### src/rtl/spi_pkg.sv
// Shared SPI definitions: mode constants, frame defaults and the slave FSM state type.
package spi_pkg;

    localparam int         SPI_DATA_W      = 8;
    localparam logic [7:0] SPI_DUMMY_BYTE  = 8'hFF;
    localparam int         SPI_SYNC_STAGES = 2;

    // Mode 0, the only mode the team's master and slave support.
    localparam logic       SPI_CPOL        = 1'b0;
    localparam logic       SPI_CPHA        = 1'b0;

    typedef enum logic [1:0] {
        IDLE,
        LOAD,
        SHIFT
    } spi_state_e;

endpackage

### src/rtl/spi_sync.sv
// Multi-flop synchroniser for one asynchronous input plus a registered toggle flag;
// the consumer decodes rise/fall as toggle combined with the settled level.
module spi_sync
    import spi_pkg::*;
#(
    parameter int   STAGES  = SPI_SYNC_STAGES,
    parameter logic RST_VAL = 1'b0
) (
    input  logic clk,
    input  logic rst,
    input  logic d_i,
    output logic level_o,
    output logic toggle_o
);

    logic [STAGES-1:0] sync_q;
    logic              prev_q;
    logic              toggle_q;

    // NOTE: non-blocking assignments so every flop captures its neighbour's pre-edge value.
    always_ff @(posedge clk) begin
        if (rst) begin
            sync_q   <= {STAGES{RST_VAL}};
            prev_q   <= RST_VAL;
            toggle_q <= 1'b0;
        end else begin
            sync_q   <= {sync_q[STAGES-2:0], d_i};
            prev_q   <= sync_q[STAGES-1];
            toggle_q <= sync_q[STAGES-1] ^ prev_q;
        end
    end

    assign level_o  = sync_q[STAGES-1];
    assign toggle_o = toggle_q;

endmodule

### src/rtl/spi_slave.sv
// Mode-0, MSB-first SPI slave oversampled in the clk domain, with a 1-entry tx holding buffer.
// Define SPI_SLAVE_MISO_HIZ_EN to tri-state SPI_MISO outside a frame and during reset.
module spi_slave
    import spi_pkg::*;
#(
    parameter int                DATA_W      = SPI_DATA_W,
    parameter int                SYNC_STAGES = SPI_SYNC_STAGES,
    parameter logic [DATA_W-1:0] DUMMY_BYTE  = DATA_W'(SPI_DUMMY_BYTE)
) (
    input  logic              clk,
    input  logic              rst,
    input  logic              SPI_SCLK,
    input  logic              SPI_CSN,
    input  logic              SPI_MOSI,
    output logic              SPI_MISO,
    input  logic [DATA_W-1:0] tx_data,
    input  logic              tx_valid,
    output logic              tx_ready,
    output logic [DATA_W-1:0] rx_data,
    output logic              rx_valid,
    output logic              busy,
    output logic              frame_err,
    output logic              tx_underrun
);

    localparam int               CNT_W    = $clog2(DATA_W);
    localparam logic [CNT_W-1:0] LAST_BIT = CNT_W'(DATA_W - 1);

    logic sclk_lvl, sclk_tgl, csn_lvl, csn_tgl;
    logic sclk_lead, sclk_trail, sample_edge, shift_edge, csn_rise, csn_fall;
    logic [SYNC_STAGES-1:0] mosi_sync_q;
    logic mosi_s;

    spi_sync #(.STAGES(SYNC_STAGES), .RST_VAL(SPI_CPOL)) u_sclk_sync (
        .clk(clk), .rst(rst), .d_i(SPI_SCLK), .level_o(sclk_lvl), .toggle_o(sclk_tgl)
    );

    spi_sync #(.STAGES(SYNC_STAGES), .RST_VAL(1'b1)) u_csn_sync (
        .clk(clk), .rst(rst), .d_i(SPI_CSN), .level_o(csn_lvl), .toggle_o(csn_tgl)
    );

    always_ff @(posedge clk) begin
        if (rst) mosi_sync_q <= '0;
        else     mosi_sync_q <= {mosi_sync_q[SYNC_STAGES-2:0], SPI_MOSI};
    end

    assign mosi_s      = mosi_sync_q[SYNC_STAGES-1];
    assign sclk_lead   = sclk_tgl & (sclk_lvl != SPI_CPOL);
    assign sclk_trail  = sclk_tgl & (sclk_lvl == SPI_CPOL);
    assign sample_edge = SPI_CPHA ? sclk_trail : sclk_lead;
    assign shift_edge  = SPI_CPHA ? sclk_lead  : sclk_trail;
    assign csn_rise    = csn_tgl & csn_lvl;
    assign csn_fall    = csn_tgl & ~csn_lvl;

    spi_state_e               state_q;
    logic [CNT_W-1:0]         bit_cnt_q;
    logic [DATA_W-1:0]        tx_shift_q, rx_data_q, buf_data_q, buf_data_d, load_word, rx_next;
    logic [DATA_W-2:0]        rx_shift_q;
    logic                     buf_full_q, buf_full_d, buf_wr, load_now;
    logic                     rx_valid_q, frame_err_q, underrun_q;

    // A byte load happens in LOAD and on the first shift edge after a completed byte.
    assign load_now  = !csn_rise && ((state_q == LOAD) ||
                       (state_q == SHIFT && shift_edge && bit_cnt_q == '0));
    assign buf_wr    = tx_valid && !buf_full_q;
    assign load_word = buf_full_q ? buf_data_q : DUMMY_BYTE;
    assign rx_next   = {rx_shift_q, mosi_s};

    // NOTE: every always_comb output gets a default first, so no path leaves it unassigned (no latch).
    always_comb begin
        buf_full_d = buf_full_q;
        buf_data_d = buf_data_q;
        if (load_now) buf_full_d = 1'b0;
        if (buf_wr) begin
            buf_full_d = 1'b1;
            buf_data_d = tx_data;
        end
    end

    // NOTE: the buffer data needs no reset; buf_full_q alone decides whether it is meaningful.
    always_ff @(posedge clk) begin
        if (rst) buf_full_q <= 1'b0;
        else     buf_full_q <= buf_full_d;
        buf_data_q <= buf_data_d;
    end

    always_ff @(posedge clk) begin
        if (rst) begin
            state_q     <= IDLE;
            bit_cnt_q   <= '0;
            tx_shift_q  <= '0;
            rx_shift_q  <= '0;
            rx_data_q   <= '0;
            rx_valid_q  <= 1'b0;
            frame_err_q <= 1'b0;
            underrun_q  <= 1'b0;
        end else begin
            rx_valid_q  <= 1'b0;
            frame_err_q <= 1'b0;
            underrun_q  <= 1'b0;
            if (csn_rise) begin
                frame_err_q <= (state_q == SHIFT) && (bit_cnt_q != '0);
                state_q     <= IDLE;
                bit_cnt_q   <= '0;
                tx_shift_q  <= '0;
            end else if (load_now) begin
                tx_shift_q <= load_word;
                underrun_q <= !buf_full_q;
                bit_cnt_q  <= '0;
                state_q    <= SHIFT;
            end else begin
                case (state_q)
                    IDLE: if (csn_fall) state_q <= LOAD;
                    SHIFT: begin
                        if (sample_edge) begin
                            rx_shift_q <= rx_next[DATA_W-2:0];
                            if (bit_cnt_q == LAST_BIT) begin
                                bit_cnt_q  <= '0;
                                rx_data_q  <= rx_next;
                                rx_valid_q <= 1'b1;
                            end else begin
                                bit_cnt_q <= bit_cnt_q + CNT_W'(1);
                            end
                        end else if (shift_edge) begin
                            tx_shift_q <= {tx_shift_q[DATA_W-2:0], 1'b0};
                        end
                    end
                    default: state_q <= IDLE;
                endcase
            end
        end
    end

`ifdef SPI_SLAVE_MISO_HIZ_EN
    assign SPI_MISO = (rst || csn_lvl) ? 1'bz : tx_shift_q[DATA_W-1];
`else
    assign SPI_MISO = tx_shift_q[DATA_W-1];
`endif

    assign tx_ready    = ~buf_full_q;
    assign rx_data     = rx_data_q;
    assign rx_valid    = rx_valid_q;
    assign busy        = ~csn_lvl;
    assign frame_err   = frame_err_q;
    assign tx_underrun = underrun_q;

endmodule

### config.mk
export PLATFORM = sky130hd
export DESIGN_NAME = spi_slave
export DESIGN_NICKNAME = d
export VERILOG_FILES = /design/src/rtl/spi_pkg.sv /design/src/rtl/spi_sync.sv /design/src/rtl/spi_slave.sv
export SDC_FILE = /design/constraint.sdc
export NUM_CORES = 1
export LEC_CHECK = 0
export BUFFER_PORTS_ARGS = -buffer_cell sky130_fd_sc_hd__buf_2
export CAP_MARGIN = 30
export CORE_MARGIN = 2
export CORE_UTILIZATION = 37
export DETAILED_ROUTE_END_ITERATION = 12
export GPL_ROUTABILITY_DRIVEN = 0
export HOLD_SLACK_MARGIN = 0.06
export PLACE_DENSITY = 0.65
export SLEW_MARGIN = 0
export SYNTH_ARGS = -nofsm -noshare
export SYNTH_HDL_FRONTEND = slang
export SYNTH_SLANG_ARGS = --single-unit
### constraint.sdc
create_clock -name clk -period 1.8 [get_ports clk]
set_input_delay 0.18 -clock clk [delete_from_list [all_inputs] [get_ports clk]]
set_output_delay 0.18 -clock clk [all_outputs]
set_load 0.03 [all_outputs]
Yosys cells after proc, flatten, opt, wreduce, memory -nomap -nowiden
Index checks and enable logic that the tools add are counted.
W data, S select, Z words.

storage, ports and cells
  register bits = 50
  word-level logic and storage cells = 76

operators by class
  equal/unequal tests = 7
  reductions and logical operators = 25
  add/sub/neg operators = 1
  multiplexer cells = 12
  bitwise operators = 13

operators by type and width
  operator               number
  $mux W8                5
  $not A1 Y1             7
  $reduce_and A2 Y1      3
  $reduce_bool A2 Y1     3
  $reduce_or A3 Y1       2
  $logic_and A1 B1 Y1    5
  $reduce_and A5 Y1      1
  $reduce_or A5 Y1       1
  $and A1 B1 Y1          4
  $mux W2                2
  $ne A2 B2 Y1 const B   2
  $pmux W2 S2            1
  $reduce_and A4 Y1      1
  $reduce_or A2 Y1       2
  $add A3 B1 Y3 const B  1
  $eq A3 B3 Y1 const B   1
  $logic_not A3 Y1       1
  $mux W1                3
  $mux W3                1
  $ne A3 B3 Y1 const B   1
  $reduce_and A3 Y1      1
  $reduce_bool A3 Y1     1
  $eq A2 B1 Y1 const B   1
  $eq A2 B2 Y1 const B   1
  other kinds (5)        7

Depth between registers and ports, before layout
  depth after elaboration = 8
  gate-level depth with buffers = 7
  mapped depth without buffers = 6

Cells and area by module
From an unflattened synthesis, not the netlist that was laid out.

second synthesis, totals
  cells, all modules = 162
  area, all modules = 1823.0 um^2

by module, submodules not included
  module     area an instance (um^2)  times used  seq. area each (um^2)  cells each
  spi_slave  1600.3                   1           920.9                  144
  spi_sync   111.4                    2           80.1                   9

Worst setup path before layout
No wires, ideal clock.

  kind = reg-to-reg
  from = register bit_cnt_q[0]
  to = register tx_shift_q[0]
  cell stages (with the launch flop) = 8
  path buffers = 1
  setup time = 0.131 ns
  data required time = 1.669 ns
  setup slack = 0.367 ns
  data arrival time = 1.302 ns
  cells stage by stage = dfxtp_1 > inv_1 > ha_1 > and2b_1 > a21oi_4 > buf_6 > o21bai_1 > a21oi_2

between the ends
  word-level cells in the longest chain between the ends = 6

ends and longest elaborated chain
  element                                                              line              RTL
  from (decl)                                                          spi_slave.sv:56   logic [CNT_W-1:0] bit_cnt_q;
  from (signal assigned)                                               spi_slave.sv:122  bit_cnt_q <= bit_cnt_q + CNT_W'(1);
  $logic_not A3 Y1 (*)                                                 spi_slave.sv:64   (state_q == SHIFT && shift_edge && bit_cnt_q == '0));
  $logic_and A1 B1 Y1 (*)                                              spi_slave.sv:64
  $logic_or A1 B1 Y1 (*)                                               spi_slave.sv:63   assign load_now = !csn_rise && ((state_q == LOAD) ||
  $logic_and A1 B1 Y1 (*)                                              spi_slave.sv:63
  $ne A2 B1 Y1 (no source line) or $reduce_bool A2 Y1 (tied branches)  -
  $reduce_and A3 Y1 (no source line)                                   -
  to (signal assigned)                                                 spi_slave.sv:107  tx_shift_q <= load_word;
  to (signal assigned)                                                 spi_slave.sv:125  tx_shift_q <= {tx_shift_q[DATA_W-2:0], 1'b0};
  to (decl)                                                            spi_slave.sv:57   logic [DATA_W-1:0] tx_shift_q, rx_data_q, buf_data_q, buf_data_d, load_word, rx_next;

Mark *: on every way between the ends. The rest lies on a longest branch, timed or not.
A chain may end at the register's enable or synchronous reset.

Worst setup path after layout
  from = register bit_cnt_q[0]
  to = register tx_shift_q[7]

Same word-level chain as after synthesis.

==> impl_results.md <==
- Max Fclk: roughly 0.65 GHz
- FF-to-FF setup slack: approximately 0.25 ns
- Final period util: 86.1%
- Row cnt: 25
- Area share of the largest cell type after synthesis: roughly 46%
- Drt pass-1 iters: 4
- Synthesis-to-finish area growth: 22.9%
- Clk sinks: 50
- Clock-pin slew on the worst setup and hold paths: ~0.08 ns
- Count of cell types in the netlist: 27
- Total power draw: ~2 mW
- Worst Path Required: around 2.0 ns
- Initial DRC count: a little under 60
- Mapped cell area: between 1500 and 2000 um^2
- Starting Density: approximately 39%
- Die ar.: 5530 um^2
- Worst Setup EP: tx_shift_q[7]
- Drt wl/cell: ~12 um
- Max Cap Viol: 0
- CTS Root Cell: clkbuf_8
- Worst Hold Path Cells: 2
- Synthesis-stage register bit count: 50
- Setup Viol. Count Final: 0
- Buffers on Ports: 27
- Critical path class: reg2reg
- Main area contributors after synthesis: dfxtp_1, edfxtp_1, mux2i_1
- Worst Setup SP: bit_cnt_q[0]
- Mean post-synth cell area: 11.2 um^2
- Multi-input logic area: 694 um^2
- Leading area contributor after synthesis: dfxtp_1
- Die Span Y: about 74 um
- HP Class: in2reg
- CP Capture Type: flip-flop
- Worst-Skew Late Latency: 0.30 ns
- FF+latch area: roughly 1100 um^2
- Largest net degree at the start of global routing: 29
- Setup TNS: 0 ns
- Inserted Diodes: 0
- Post-CTS setup buffer count: 0
- Number of global-route vias before repair: approximately 1.2k
- Status: finished, final reports clean
- Residual DRC: 0
- IO Pins: 28
- Layout cells sized above 1: between 20% and 30%
- Worst Reg2Reg Path Length in Cells: 7
- Unrepaired setup endpoints after global routing: no
- Worst-Margin Slew: a little over 0.4 ns
- Design area: about 2300 um^2
- CP Max Fanout: 13
- DP HPWL: ~2200 um
- Layout net count: around 220
- Worst EP arrival: about 1.8 ns
- Vias per cell: 4.52
- Final hold vios: 0
- Antenna violations before repair: 0
- Sequential fraction of the synthesis area: roughly 59%
- Final wirelength: between 3000 and 4000 um
- Total number of vias: 1,239
- Slew headroom: 72.2%
- TritonCTS buffer count: 5
- Core area: roughly 4800 um^2
- R2r startpoint: bit_cnt_q[0]
- Worst VDD drop: between 0.4 and 0.5 mV
- Synthesized Nets: 180
- Synth Instances: ~160
- Worst Skew: between 0.005 and 0.006 ns
- CTS tree: built
- Routed Antenna Nets: 0
- Area post-placement: between 2000 and 2500 um^2
- Leak: a little under 1 nW
- Max Slew Vio Count: 0
- Tot GR Track Use: roughly 13%
- Crit start category: flip-flop
- Grt ovf: 0
- Pwr per Cell Area: approximately 870 nW/um^2
- Yosys warns: 0
- H-tree levels: 2
- Fillers: about 470
- Min Clock Period, post-route: ~1.5 ns
- Crit Reg-Reg Endpoint: tx_shift_q[7]
- Die Wd: around 74 um
- Max Buffers Root-to-Sink: 2
- First-pass GRT wire length: around 5300 um
cell families after synthesis:
kind of cell / synth area share [%]
AO/OA/AOI/OAI: 6.35
XOR/XNOR: 0.956
adder cells (fa/ha/maj): 2.05
buffers and inverters: 3.14
flip-flops: 59.0
multiplexers: 12.0
AND/OR/NAND/NOR: 16.5
Yosys cell counts:
master    count
nor4_1        2
clkbuf_1      4
nand2_1       9
nand4b_1      1
o22ai_1       1
and2b_1       2
inv_1         4
nor3_1        9
a21oi_2       1
nor2b_1       6
buf_6         2
a211oi_1      7
or2_1         3
nand3_1       1
nor4bb_2      1
buf_2         1
dfxtp_1      42
ha_1          3
mux2i_1      22
and4b_1       1
a21oi_1       5
nand2b_1      4
edfxtp_1      8
xnor2_1       2
o21bai_1      1
a21oi_4       1
nor2_1       20
through the flow:
step	hold slack (ns)	util [%]	setup WS [ns]	cells
CTS	0.0776	47.4	0.235	274
detailed placement	0.358	43.4	0.251	257
global placement	0.359	43.4	0.305	257
global route	0.0835	47.4	0.0724	274
finish	0.0898	47.4	0.251	274
floorplan	0.277	-	0.367	163
critical path, cell delays in order, from the launching register on:
cell and delay, ns:
dfxtp_1 0.38, inv_1 0.06, ha_1 0.18, and2b_1 0.19, a21oi_4 0.14, buf_4 0.20, nor3_1 0.07, a211oi_1 0.24
power by group:
group | internal, mW | switching, mW
Sequential | 1.16 | 0.0111
Clock | 0.360 | 0.346
Combinational | 0.0422 | 0.0453
how the worst min path moves through the flow:
stage	start	to	slack, ns
after detailed placement	tx_data[7]	buf_data_q[7]	0.36
after global placement	tx_data[4]	buf_data_q[4]	0.36
after global routing	SPI_SCLK	u_sclk_sync.sync_q[0]	0.08
after floorplan	SPI_CSN	u_csn_sync.sync_q[0]	0.28
after CTS	SPI_MOSI	mosi_sync_q[0]	0.08
final	SPI_MOSI	mosi_sync_q[0]	0.09
final cells by class:
type	instances	area share (%)
sequential	50	48.0
multi-input combinational	102	30.8
timing repair buffer	43	12.3
clock buffer	8	4.50
tap	67	3.72
inverter	4	0.666
sequential cells by signal (all words and copies together), names as in the netlist, 2 cells and up:
name / cells
buf_data_q: 8
rx_data: 8
tx_shift_q: 8
rx_shift_q: 7
bit_cnt_q: 3
mosi_sync_q: 2
state_q: 2
u_csn_sync.sync_q: 2
u_sclk_sync.sync_q: 2
repair_timing:
action | CTS | global route
hold endpoints to repair | 9 | 0
gates resized for setup | 0 | 0
hold buffers | 9 | 0
endpoints found under the setup margin | 0 | 0
cell usage in the layout (no fill, tap or decap):
cell           synthesis  layout
a211oi_1               7       7
a21oi_1                5       5
a21oi_2                1       1
a21oi_4                1       1
and2b_1                2       2
and4b_1                1       1
buf_2                  1      27
buf_4                  0       7
clkbuf_1               4       2
clkbuf_16              0       1
clkbuf_8               0       5
dfxtp_1               42      42
dlygate4sd3_1          0       9
edfxtp_1               8       8
ha_1                   3       3
inv_1                  4       4
mux2i_1               22      22
nand2_1                9       9
nand2b_1               4       4
nand3_1                1       1
nand4b_1               1       1
nor2_1                20      20
nor2b_1                6       6
nor3_1                 9       9
nor4_1                 2       2
nor4bb_2               1       1
o21bai_1               1       1
o22ai_1                1       1
or2_1                  3       3
xnor2_1                2       2
layer usage:
layer,global-route usage [%],part of all wire (%),up-vias
met3,4.07,4.4,3
met2,20.6,46,29
met4,3.57,0.78,0
met5,0,0,-
met1,15.9,48,564
li1,-,-,643
(Power assumes the default switching activity.)
